File: config.mk
export PLATFORM = sky130hd
export DESIGN_NAME = control_loop_cmd_bridge
export DESIGN_NICKNAME = d
export VERILOG_FILES = /design/src/rtl/control_loop_cmd_bridge_pkg.sv /design/src/rtl/control_loop_cmd_bridge.sv
export SDC_FILE = /design/constraint.sdc
export NUM_CORES = 1
export LEC_CHECK = 0
export CAP_MARGIN = 25
export CORE_UTILIZATION = 68
export CTS_CLUSTER_DIAMETER = 80
export CTS_CLUSTER_SIZE = 12
export DETAILED_ROUTE_END_ITERATION = 10
export DONT_BUFFER_PORTS = 1
export PLACE_DENSITY_LB_ADDON = 0.15
export SYNTH_ARGS = -nofsm -noshare
export SYNTH_HDL_FRONTEND = slang
export SYNTH_SLANG_ARGS = --single-unit
File: constraint.sdc
create_clock -name clk -period 9.6 [get_ports clk]
set_input_delay 2.88 -clock clk [delete_from_list [all_inputs] [get_ports clk]]
set_output_delay 2.88 -clock clk [all_outputs]
set_load 0.01 [all_outputs]
File: src/rtl/control_loop_cmd_bridge_pkg.sv
// control_loop_cmd_bridge_pkg: command width, command codes and bridge FSM states shared with control_loop users.
package control_loop_cmd_bridge_pkg;
   localparam int CONTROL_LOOP_CMD_WIDTH = 8;
   localparam logic [CONTROL_LOOP_CMD_WIDTH-1:0] CL_CMD_NOP   = 8'h00;
   localparam logic [CONTROL_LOOP_CMD_WIDTH-1:0] CL_CMD_READ  = 8'h01;
   localparam logic [CONTROL_LOOP_CMD_WIDTH-1:0] CL_CMD_WRITE = 8'h02;
   localparam logic [CONTROL_LOOP_CMD_WIDTH-1:0] CL_CMD_RUN   = 8'h03;
   typedef enum logic [1:0] {IDLE, ISSUE, RELEASE, RESP} state_t;
endpackage

File: src/rtl/control_loop_cmd_bridge.sv
// control_loop_cmd_bridge: host valid/ready front end running the start_cmd/finish_cmd handshake with a timeout.
module control_loop_cmd_bridge
   import control_loop_cmd_bridge_pkg::*;
#(
   parameter int CONSTS_WID  = 48,
   parameter int CMD_WID     = CONTROL_LOOP_CMD_WIDTH,
   parameter int TIMEOUT_WID = 16,
   parameter int TIMEOUT     = 'hFFFF
) (
   input  logic                   clk,
   input  logic                   rst,
   input  logic                   req_valid,
   output logic                   req_ready,
   input  logic [CMD_WID-1:0]     req_cmd,
   input  logic [CONSTS_WID-1:0]  req_word,
   output logic                   rsp_valid,
   input  logic                   rsp_ready,
   output logic [CONSTS_WID-1:0]  rsp_word,
   output logic                   rsp_err,
   output logic [CMD_WID-1:0]     cmd,
   output logic [CONSTS_WID-1:0]  word_into_loop,
   output logic                   start_cmd,
   input  logic                   finish_cmd,
   input  logic [CONSTS_WID-1:0]  word_outof_loop
);
   state_t state, state_d;
   logic [TIMEOUT_WID-1:0] timer, timer_d, timer_inc;
   logic [CMD_WID-1:0] cmd_d;
   logic [CONSTS_WID-1:0] word_d, rsp_word_d;
   logic idle, start_d, rsp_valid_d, rsp_err_d, timer_last;
   // idle is a flop cleared by reset so req_ready drops asynchronously; the finish_cmd term blocks stale finishes
   assign req_ready = idle && !finish_cmd;
   assign timer_last = timer == TIMEOUT_WID'(TIMEOUT - 1);
   assign timer_inc = &timer ? timer : timer + 1'b1;
   always_ff @(posedge clk or posedge rst) begin
      if (rst) begin
         state <= IDLE;
         idle <= 1'b0;
         timer <= '0;
         cmd <= '0;
         word_into_loop <= '0;
         start_cmd <= 1'b0;
         rsp_valid <= 1'b0;
         rsp_word <= '0;
         rsp_err <= 1'b0;
      end else begin
         state <= state_d;
         idle <= state_d == IDLE;
         timer <= timer_d;
         cmd <= cmd_d;
         word_into_loop <= word_d;
         start_cmd <= start_d;
         rsp_valid <= rsp_valid_d;
         rsp_word <= rsp_word_d;
         rsp_err <= rsp_err_d;
      end
   end
   always_comb begin
      state_d = state;
      timer_d = timer;
      cmd_d = cmd;
      word_d = word_into_loop;
      start_d = start_cmd;
      rsp_valid_d = rsp_valid;
      rsp_word_d = rsp_word;
      rsp_err_d = rsp_err;
      case (state)
         IDLE: if (req_valid && req_ready) begin
            cmd_d = req_cmd;
            word_d = req_word;
            start_d = 1'b1;
            timer_d = '0;
            state_d = ISSUE;
         end
         ISSUE: if (finish_cmd || timer_last) begin
            rsp_word_d = finish_cmd ? word_outof_loop : '0;
            rsp_err_d = !finish_cmd;
            start_d = 1'b0;
            timer_d = '0;
            state_d = RELEASE;
         end else timer_d = timer_inc;
         RELEASE: if (!finish_cmd || timer_last) begin
            rsp_err_d = rsp_err || finish_cmd;
            rsp_word_d = finish_cmd ? '0 : rsp_word;
            rsp_valid_d = 1'b1;
            state_d = RESP;
         end else timer_d = timer_inc;
         RESP: if (rsp_ready) begin
            rsp_valid_d = 1'b0;
            state_d = IDLE;
         end
         default: state_d = IDLE;
      endcase
   end
endmodule

==> results of run 1 <==
-- synth_stat cells, drive strengths merged (6+ instances only) --
cell type,number
nand4,12
dfrtp,126
mux2,56
ha,7
a31oi,10
buf,23
nor4,8
inv,11
clkbuf,12
o31ai,6
a32o,49
a21oi,11
and4,8
nor3,7
-- power by group through the flow --
| stage | Sequential, W | Clock, W | Combinational, W |
|---|---|---|---|
| after global placement | 0.00104 | 0 | 0.000428 |
| after detailed placement | 0.00105 | 0 | 0.000461 |
| after floorplan | 0.000989 | 0 | 0.000387 |
| final | 0.00105 | 0.000655 | 0.000460 |
| after global routing | 0.00107 | 0.000687 | 0.000501 |
| after CTS | 0.00105 | 0.000662 | 0.000462 |
-- layer usage --
layer	track usage, %	vias up	wire, um
met1	36.4	1947	4610
met3	9.45	23	1080
li1	-	1609	-
met4	12.9	0	268
met2	52.4	211	6680
met5	0	-	0
-- registers in the layout (all words and copies together) (netlist names) --
signal and flops:
rsp_word 48, word_into_loop 48, timer 16, cmd 8, state 2, idle 1, rsp_err 1, rsp_valid 1
start_cmd 1
-- worst register-to-register path: stages (launching register included) --
cell and delay, ns:
dfrtp_1 0.42, inv_1 0.13, ha_1 0.37, and4_1 0.30, a41o_1 0.66, nor4_2 0.19, buf_4 0.22, nor4_1 0.30
-- how the worst max path moves through the flow --
stage,startpoint,end,cells past startpoint
finish,finish_cmd,req_ready,1
global route,finish_cmd,req_ready,1
CTS,finish_cmd,req_ready,1
detailed placement,finish_cmd,req_ready,1
global placement,finish_cmd,req_ready,1
floorplan,rst,cmd[0],1
-- layout make-up --
type	instances	area, sq um
multi-input cells	239	2100
inverters	11	43.8
repair buffers	6	57.6
clock inverters	13	178
fillers	476	1670
clock buffers	19	432
well taps	102	128
flip-flops and latches	126	3150
-- cells by family after synthesis --
logic type | after synthesis | synth area share [%]
mux | 56 | 11.5
compound gates | 108 | 16.8
buf+inv | 46 | 4.18
flops | 126 | 57.6
simple gates | 68 | 8.25
fa+ha+maj | 7 | 1.60
-- per-stage QoR --
stage	cell area (sq um)	std cells	utilization [%]
after floorplan	5470	411	-
after global placement	5470	483	70.4
after detailed placement	5470	483	70.4
after CTS	6080	515	78.2
after global routing	6100	516	78.5
final	6100	516	78.5
==> impl_metrics.csv, run 1 <==
group,metric,value,unit
sta,tightestPinTransition,0.922,ns
power_and_ir_drop,p_int,0.00141,W
logic_synthesis,synth_area,0.00547,sq mm
floorplan,io_pins,217,
power_and_ir_drop,seq_power_share,48.5,%
worst_hold_path,min_to,"timer[6]",
setup_path,critPathMaxStageDelay,0.23,ns
logic_synthesis,yosysSeqAreaShare,57.6,%
global_route,grt_overflow,0,
floorplan,num_rows,32,
clock_network,clk_latency,0.52,ns
clock_network,cts_setup_buffers,0,
floorplan,dieArea,0.00841,sq mm
setup_path,cp_top_family,"simple AND/OR/NAND/NOR gates",
logic_synthesis,synthCells,411,
logic_synthesis,netlist_top_cells_area,"dfrtp_1, mux2_2, a32o_1",
sta,fmax,167,MHz
global_route,antenna_found_initial,0,
flow_run,drv_cap,0,
setup_path,worstPathMaxFanout,9,
finish,antenna_cells,0,
global_route,grt_first_pass_wirelength,19500,um
power_and_ir_drop,p_total,0.00216,W
logic_synthesis,ys_types,50,
sta,relSlewSlack,38.5,%
sta,tns,0,ns
logic_synthesis,synth-seq-cells,126,
place,hpwl,8360,um
clock_network,cts_made_buffers,17,
power_and_ir_drop,switching_share,34.6,%
run_status,outcome,"finished, final reports clean",
clock_network,cts_root_buf,"clkbuf_8",
logic_synthesis,synth_edf_count,0,
clock_network,postCtsHoldBufs,0,
drt,drt_iter0_markers,303,
sta,post-route-min-period,5.99,ns
setup_path,rrSetupSlack,6.91,ns
drt,route.antenna.remaining_nets,0,
logic_synthesis,async_flop_share,100,%
setup_path,r2r_start,"state[0]",
worst_hold_path,hold_path.startpoint,"timer[6]",
sta,setup_viol,0,
clock_network,htreeDepth,4,
power_and_ir_drop,p_leak,2.53,nW
drt,drcViolationCount,0,
floorplan,core_area,0.00777,sq mm
power_and_ir_drop,power_density,355,mW/mm^2
sta,min_period_over_period,62.4,%
place,io_buffers,0,
logic_synthesis,mappedNetlistNets,527,
clock_network,clock_sinks,126,
finish,drive_gt1_share,25.8,%
setup_path,required,6.72,ns
floorplan,die_h,91.7,um
setup_path,critical_path.slowest_cell,"nor2b_1",
logic_synthesis,yosysWarningCount,0,
setup_path,reg2regPathDepth,7,
drt,wl,12600,um
power_and_ir_drop,p_clk_share,30.3,%
setup_path,crit_chain,"nor2b_1",
setup_path,endpoint_kind,"output pin",
clock_network,cts_tree,"built",
clock_network,path_clk_slew,0.06,ns
worst_hold_path,hp-class,"reg -> reg",
global_route,grt_max_degree,78,
drt,firstDrtPassIters,6,
setup_path,worst-path-buf-inv,0,
sta,rsz0062_at_grt,"no",
setup_path,timing.rr.end,"timer[9]",
logic_synthesis,synth.avg_cell_area,13.3,sq um
global_route,grt_pass1_vias,3871,
logic_synthesis,yosys.area.top_type,"dfrtp_1",
drt,via_count,3790,
drt,wl_per_cell,24.5,um
sta,hold_violations,0,
drt,viasPerCell,7.34,
sta,drv_slew,0,
global_route,grt_use_total,30.8,%
power_and_ir_drop,netSwitchingPower,0.000749,W
worst_hold_path,min_path_cells,1,
clock_network,ctsResizeCount,0,
place,gp_congestion,0.843,
logic_synthesis,synth_flop_cell,"dfrtp_1",
sta,clock-skew-final,0.0158,ns
setup_path,cp-start-kind,"input port",
finish,final_cell_mix,"dfrtp_1, mux2_2, a32o_1",
setup_path,worstSetupPathType,"in -> out",
finish,layout_commonest_cell,"dfrtp_1",
finish,final_nets,517,
floorplan,dieWidth,91.7,um
floorplan,start_util,70.5,%
sta,setup_slack,3.61,ns
finish,area_growth_syn_to_layout,11.4,%
clock_network,clock_path_buffers,2,
place,pre_cts_slack,3.61,ns
power_and_ir_drop,peakVddDrop,195,uV
sta,hold_ws,0.539,ns
setup_path,crit_arrival,3.11,ns
logic_synthesis,synthDominantCellAreaShare,57.6,%
power_and_ir_drop,combPwrFrac,21.2,%
(Power assumes the default switching activity.)
==> inputs of run 2 (changes only) <==
--- a/config.mk
+++ b/config.mk
@@ -6,7 +6,7 @@
 export NUM_CORES = 1
 export LEC_CHECK = 0
 export CAP_MARGIN = 25
-export CORE_UTILIZATION = 68
+export CORE_UTILIZATION = 63
 export CTS_CLUSTER_DIAMETER = 80
 export CTS_CLUSTER_SIZE = 12
 export DETAILED_ROUTE_END_ITERATION = 10
==> constraint.sdc (replaced) <==
create_clock -name clk -period 5.65 [get_ports clk]
set_input_delay 1.695 -clock clk [delete_from_list [all_inputs] [get_ports clk]]
set_output_delay 1.695 -clock clk [all_outputs]
set_load 0.01 [all_outputs]
==> impl_metrics.csv, run 2 (synthesis results as in run 1) <==
group,metric,value,unit
floorplan,num_rows,33,
place,io_buffers,0,
drt,via_count,3702,
sta,relSlewSlack,45.6,%
place,pre_cts_slack,2.03,ns
clock_network,htreeDepth,4,
finish,reg_top3,"rsp_word (48), word_into_loop (48), timer (16)",
global_route,antenna_found_initial,0,
finish,layout_commonest_cell,"dfrtp_1",
clock_network,clock_path_buffers,2,
clock_network,cts_root_buf,"clkbuf_8",
power_and_ir_drop,peakVddDrop,353,uV
drt,met1Wirelength,4680,um
drt,routed.top_layer,"met4",
floorplan,core_area,0.00830,sq mm
finish,final_cell_mix,"dfrtp_1, mux2_2, a32o_1",
sta,rsz0062_at_grt,"no",
sta,setup_viol,0,
global_route,grt_pass1_vias,3633,
sta,hold_violations,0,
finish,n_fill_cell,533,
clock_network,ctsResizeCount,0,
sta,setup_slack,2.04,ns
setup_path,worstSetupPathType,"in -> out",
setup_path,cp_top_family,"simple AND/OR/NAND/NOR gates",
setup_path,critical_path.slowest_cell,"nor2b_1",
setup_path,worstPathMaxFanout,9,
global_route,grt_max_degree,76,
drt,wl_met3,1100,um
worst_hold_path,hp-class,"reg -> reg",
power_and_ir_drop,power_density,596,mW/mm^2
global_route,grt_use_total,27.2,%
clock_network,clock_sinks,126,
drt,firstDrtPassIters,8,
floorplan,io_pins,217,
sta,clock-skew-final,0.0123,ns
floorplan,dieArea,0.00907,sq mm
setup_path,required,3.95,ns
setup_path,crit_chain,"nor2b_1",
sta,drv_slew,0,
sta,fmax,277,MHz
clock_network,cts_tree,"built",
setup_path,worst-path-buf-inv,0,
drt,drcViolationCount,0,
place,placed_area,0.00551,sq mm
drt,wl,12300,um
floorplan,die_h,95.2,um
finish,antenna_cells,0,
clock_network,clk_latency,0.51,ns
drt,viasPerCell,7.12,
place,gp_congestion,0.825,
sta,tns,0,ns
clock_network,cts_made_buffers,17,
global_route,grt_overflow,0,
clock_network,cts_setup_buffers,0,
setup_path,cp-start-kind,"input port",
global_route,grt_first_pass_wirelength,18600,um
drt,drt_iter0_markers,215,
drt,route.antenna.remaining_nets,0,
drt,wl_per_cell,23.6,um
finish,postLayoutCoreUtil,74.0,%
setup_path,endpoint_kind,"output pin",
sta,hold_ws,0.536,ns
power_and_ir_drop,p_leak,2.55,nW
run_status,outcome,"finished, final reports clean",
place,hpwl,8180,um
sta,min_period_over_period,63.9,%
flow_run,drv_cap,0,
finish,final_nets,518,
clock_network,postCtsHoldBufs,0,
setup_path,crit_arrival,1.91,ns
finish,area_growth_syn_to_layout,12.2,%
finish,final_area,0.00614,sq mm
setup_path,critPathMaxStageDelay,0.22,ns
drt,route.met2.wl,6290,um
clock_network,path_clk_slew,0.06,ns
floorplan,dieWidth,95.2,um
sta,tightestPinTransition,0.816,ns
sta,post-route-min-period,3.61,ns
floorplan,start_util,66.0,%
finish,drive_gt1_share,26.0,%
run 2: path summary, 6_finish.rpt:
path | start | to | slack, ns | cells after the start
min in group asynchronous | rst | cmd[1] | 1.01 | 1
worst max register to register | state[0] | timer[2] | 2.86 | 7
worst max-delay path | finish_cmd | req_ready | 2.04 | 1
worst min-delay path | timer[6] | timer[6] | 0.54 | 1
max in group asynchronous | rst | cmd[7] | 3.55 | 3
worst min register to register | timer[6] | timer[6] | 0.54 | 1
run 2: metal layers:
| metal | track usage, % | vias up |
|---|---|---|
| met3 | 9.89 | 25 |
| met2 | 42.5 | 197 |
| li1 | - | 1613 |
| met4 | 10.2 | 0 |
| met1 | 34.9 | 1867 |
| met5 | 0 | - |
run 2: where the power goes:
group | internal [W] | switching (W) | total (W)
clock | 0.000691 | 0.000423 | 0.00111
sequential | 0.00130 | 0.000477 | 0.00177
combinational | 0.000416 | 0.000355 | 0.000771
run 2: area by class of cell:
class | count | area [sq um] | share of cell area [%]
Timing Repair Buffer | 7 | 97.6 | 1.59
Inverter | 11 | 43.8 | 0.713
Multi-Input combinational cell | 239 | 2100 | 34.3
Sequential cell | 126 | 3150 | 51.3
Tap cell | 105 | 131 | 2.14
Clock inverter | 14 | 195 | 3.18
Clock buffer | 18 | 418 | 6.80
run 2: metrics by stage:
step                instances  total power [W]
floorplan                 411          0.00234
global placement          485          0.00250
detailed placement        487          0.00256
CTS                       519          0.00368
global route              520          0.00384
finish                    520          0.00366
==> inputs of run 3 (changes only) <==
--- a/config.mk
+++ b/config.mk
@@ -5,8 +5,9 @@
 export SDC_FILE = /design/constraint.sdc
 export NUM_CORES = 1
 export LEC_CHECK = 0
+export ABC_AREA = 1
 export CAP_MARGIN = 25
-export CORE_UTILIZATION = 63
+export CORE_UTILIZATION = 57
 export CTS_CLUSTER_DIAMETER = 80
 export CTS_CLUSTER_SIZE = 12
 export DETAILED_ROUTE_END_ITERATION = 10
==> constraint.sdc (replaced) <==
create_clock -name clk -period 3.1 [get_ports clk]
set_input_delay 0.93 -clock clk [delete_from_list [all_inputs] [get_ports clk]]
set_output_delay 0.93 -clock clk [all_outputs]
set_load 0.01 [all_outputs]
==> impl_metrics.csv, run 3 <==
group,metric,value,unit
clock_network,postCtsHoldBufs,0,
clock_network,path_clk_slew,0.06,ns
logic_synthesis,netlist_top_cells_area,"dfrtp_1, nand2_1, inv_1",
clock_network,cts_made_buffers,17,
sta,drv_slew,0,
power_and_ir_drop,p_leak,3.44,nW
setup_path,timing.rr.end,"rsp_word[37]",
finish,final_area,0.00627,sq mm
global_route,grt_max_degree,77,
floorplan,dieWidth,101,um
flow_run,drv_cap,0,
setup_path,worstSetupPathType,"reg -> reg",
logic_synthesis,yosysWarningCount,0,
place,gp_congestion,0.929,
logic_synthesis,synth.avg_cell_area,8.05,sq um
logic_synthesis,yosysMostFrequentCell,"nand2_1",
global_route,grt_pass1_vias,4218,
logic_synthesis,yosysSeqAreaShare,56.4,%
floorplan,die_h,101,um
drt,route.antenna.remaining_nets,0,
finish,area_growth_syn_to_layout,12.2,%
place,hpwl,9150,um
sta,tightestPinTransition,0.928,ns
drt,via_count,4436,
logic_synthesis,synth_edf_count,0,
global_route,grt_first_pass_wirelength,20000,um
setup_path,cp_common_cell,"nand2_2",
sta,clock-skew-final,0.00993,ns
place,placed_area,0.00569,sq mm
setup_path,crit_chain,"inv_1, ha_1, inv_1, nor2_1, nand2_2, inv_2, nand2_2, nand2_2, nand2_4, nand2_4, nand3_4, nand2_1, nand2_1",
place,io_buffers,0,
setup_path,endpoint_kind,"flip-flop",
floorplan,core_area,0.00937,sq mm
place,dpl.cell_count,804,
worst_hold_path,hp-class,"in -> async",
power_and_ir_drop,p_clk_share,30.1,%
clock_network,ctsResizeCount,0,
setup_path,rrSetupSlack,0.80,ns
clock_network,cts_root_buf,"clkbuf_8",
logic_synthesis,synthTopCellsByCount,"nand2_1, dfrtp_1, inv_1, nor2_1",
power_and_ir_drop,netSwitchingPower,0.00246,W
logic_synthesis,mappedNetlistNets,810,
drt,drt_iter0_markers,226,
clock_network,clock_sinks,126,
run_status,outcome,"finished, final reports clean",
floorplan,io_pins,217,
power_and_ir_drop,combPwrFrac,23.0,%
floorplan,start_util,59.6,%
global_route,antenna_found_initial,0,
power_and_ir_drop,peakVddDrop,508,uV
finish,layout_commonest_cell,"nand2_1",
setup_path,r2r_start,"timer[0]",
sta,setup_slack,0.796,ns
floorplan,num_rows,35,
logic_synthesis,synthCells,694,
drt,wl,13000,um
sta,fmax,434,MHz
finish,final_nets,810,
floorplan,dieArea,0.0102,sq mm
setup_path,critPathMaxStageDelay,0.47,ns
place,pre_cts_slack,0.516,ns
clock_network,htreeDepth,4,
finish,reg_top3,"rsp_word (48), word_into_loop (48), timer (16)",
logic_synthesis,synth_flop_cell,"dfrtp_1",
setup_path,reg2regPathDepth,13,
clock_network,cts_tree,"built",
finish,final_cell_mix,"nand2_1, dfrtp_1, inv_1",
sta,min_period_over_period,74.3,%
setup_path,critical_path.slowest_cell,"nand3_4",
sta,post-route-min-period,2.30,ns
logic_synthesis,synth_area,0.00559,sq mm
power_and_ir_drop,seq_power_share,46.9,%
global_route,grt_use_total,25.5,%
global_route,grt_overflow,0,
drt,viasPerCell,5.31,
drt,wl_per_cell,15.6,um
power_and_ir_drop,power_density,1010,mW/mm^2
logic_synthesis,yosys.area.top_type,"dfrtp_1",
sta,hold_violations,0,
finish,final_cells,835,
sta,relSlewSlack,38.1,%
logic_synthesis,synth-seq-cells,126,
power_and_ir_drop,switching_share,38.9,%
logic_synthesis,ys_types,28,
logic_synthesis,synthDominantCellAreaShare,56.4,%
logic_synthesis,async_flop_share,100,%
drt,drcViolationCount,0,
sta,tns,0,ns
clock_network,clock_path_buffers,2,
setup_path,required,3.48,ns
setup_path,cp-start-kind,"flip-flop",
finish,drive_gt1_share,9.35,%
sta,setup_viol,0,
setup_path,worstPathMaxFanout,49,
drt,firstDrtPassIters,5,
power_and_ir_drop,p_int,0.00387,W
clock_network,cts_setup_buffers,0,
finish,antenna_cells,0,
setup_path,crit_arrival,2.68,ns
clock_network,clk_latency,0.50,ns
sta,rsz0062_at_grt,"no",
==> run 3: critical path, delay by kind of cell (launching register included) <==
| kind | cells | cell delay, ns |
|---|---|---|
| flip-flops | 1 | 0.43 |
| buffers and inverters | 3 | 0.22 |
| AND/OR/NAND/NOR | 9 | 1.35 |
| adder cells (fa/ha/maj) | 1 | 0.16 |
==> run 3: power by group through the flow <==
stage          combinational (W)  clock (W)  sequential [W]
2_1_floorplan            0.00122          0         0.00283
3_3_place_gp             0.00139          0         0.00298
3_5_place_dp             0.00147          0         0.00298
4_1_cts                  0.00148    0.00194         0.00297
5_1_grt                  0.00168    0.00201         0.00303
6_report                 0.00146    0.00191         0.00297
==> run 3: logic make-up after synthesis <==
logic type	count (synthesis)	synth area share, %
AO/OA/AOI/OAI	16	1.79
XOR/XNOR	3	0.470
adder cells (fa/ha/maj)	7	1.57
buffers and inverters	66	4.97
flip-flops	126	56.4
AND/OR/NAND/NOR	476	34.8
==> run 3: per-layer routing <==
metal,wire [um],vias to the layer above,global-route usage [%]
met3,1200,22,7.77
li1,-,2111,-
met4,189,0,9.36
met1,5240,2079,31.6
met2,6410,224,42.1
met5,0,-,0
==> run 3: worst max path at each step <==
stage | start | endpoint | slack [ns]
floorplan | rst | cmd[0] | 0.62
global placement | finish_cmd | timer[0] | 0.59
detailed placement | finish_cmd | timer[11] | 0.52
CTS | timer[0] | rsp_word[37] | 0.79
global route | timer[0] | rsp_word[21] | 0.63
finish | timer[0] | rsp_word[37] | 0.80
==> run 3: layout make-up <==
cell class,instances,area (sq um)
fillers,761,3100
inverters,42,161
clock inverters,14,160
repair buffers,5,50.0
clock buffers,17,414
flip-flops and latches,126,3150
well taps,129,161
multi-input cells,502,2170
==> run 3: stage by stage <==
| stage | hold WS [ns] | utilization (%) | power, W |
|---|---|---|---|
| 2_1_floorplan | 0.505 | - | 0.00405 |
| 3_3_place_gp | 0.528 | 60.7 | 0.00436 |
| 3_5_place_dp | 0.530 | 60.7 | 0.00445 |
| 4_1_cts | 0.516 | 66.9 | 0.00639 |
| 5_1_grt | 0.529 | 66.9 | 0.00673 |
| 6_report | 0.507 | 66.9 | 0.00633 |
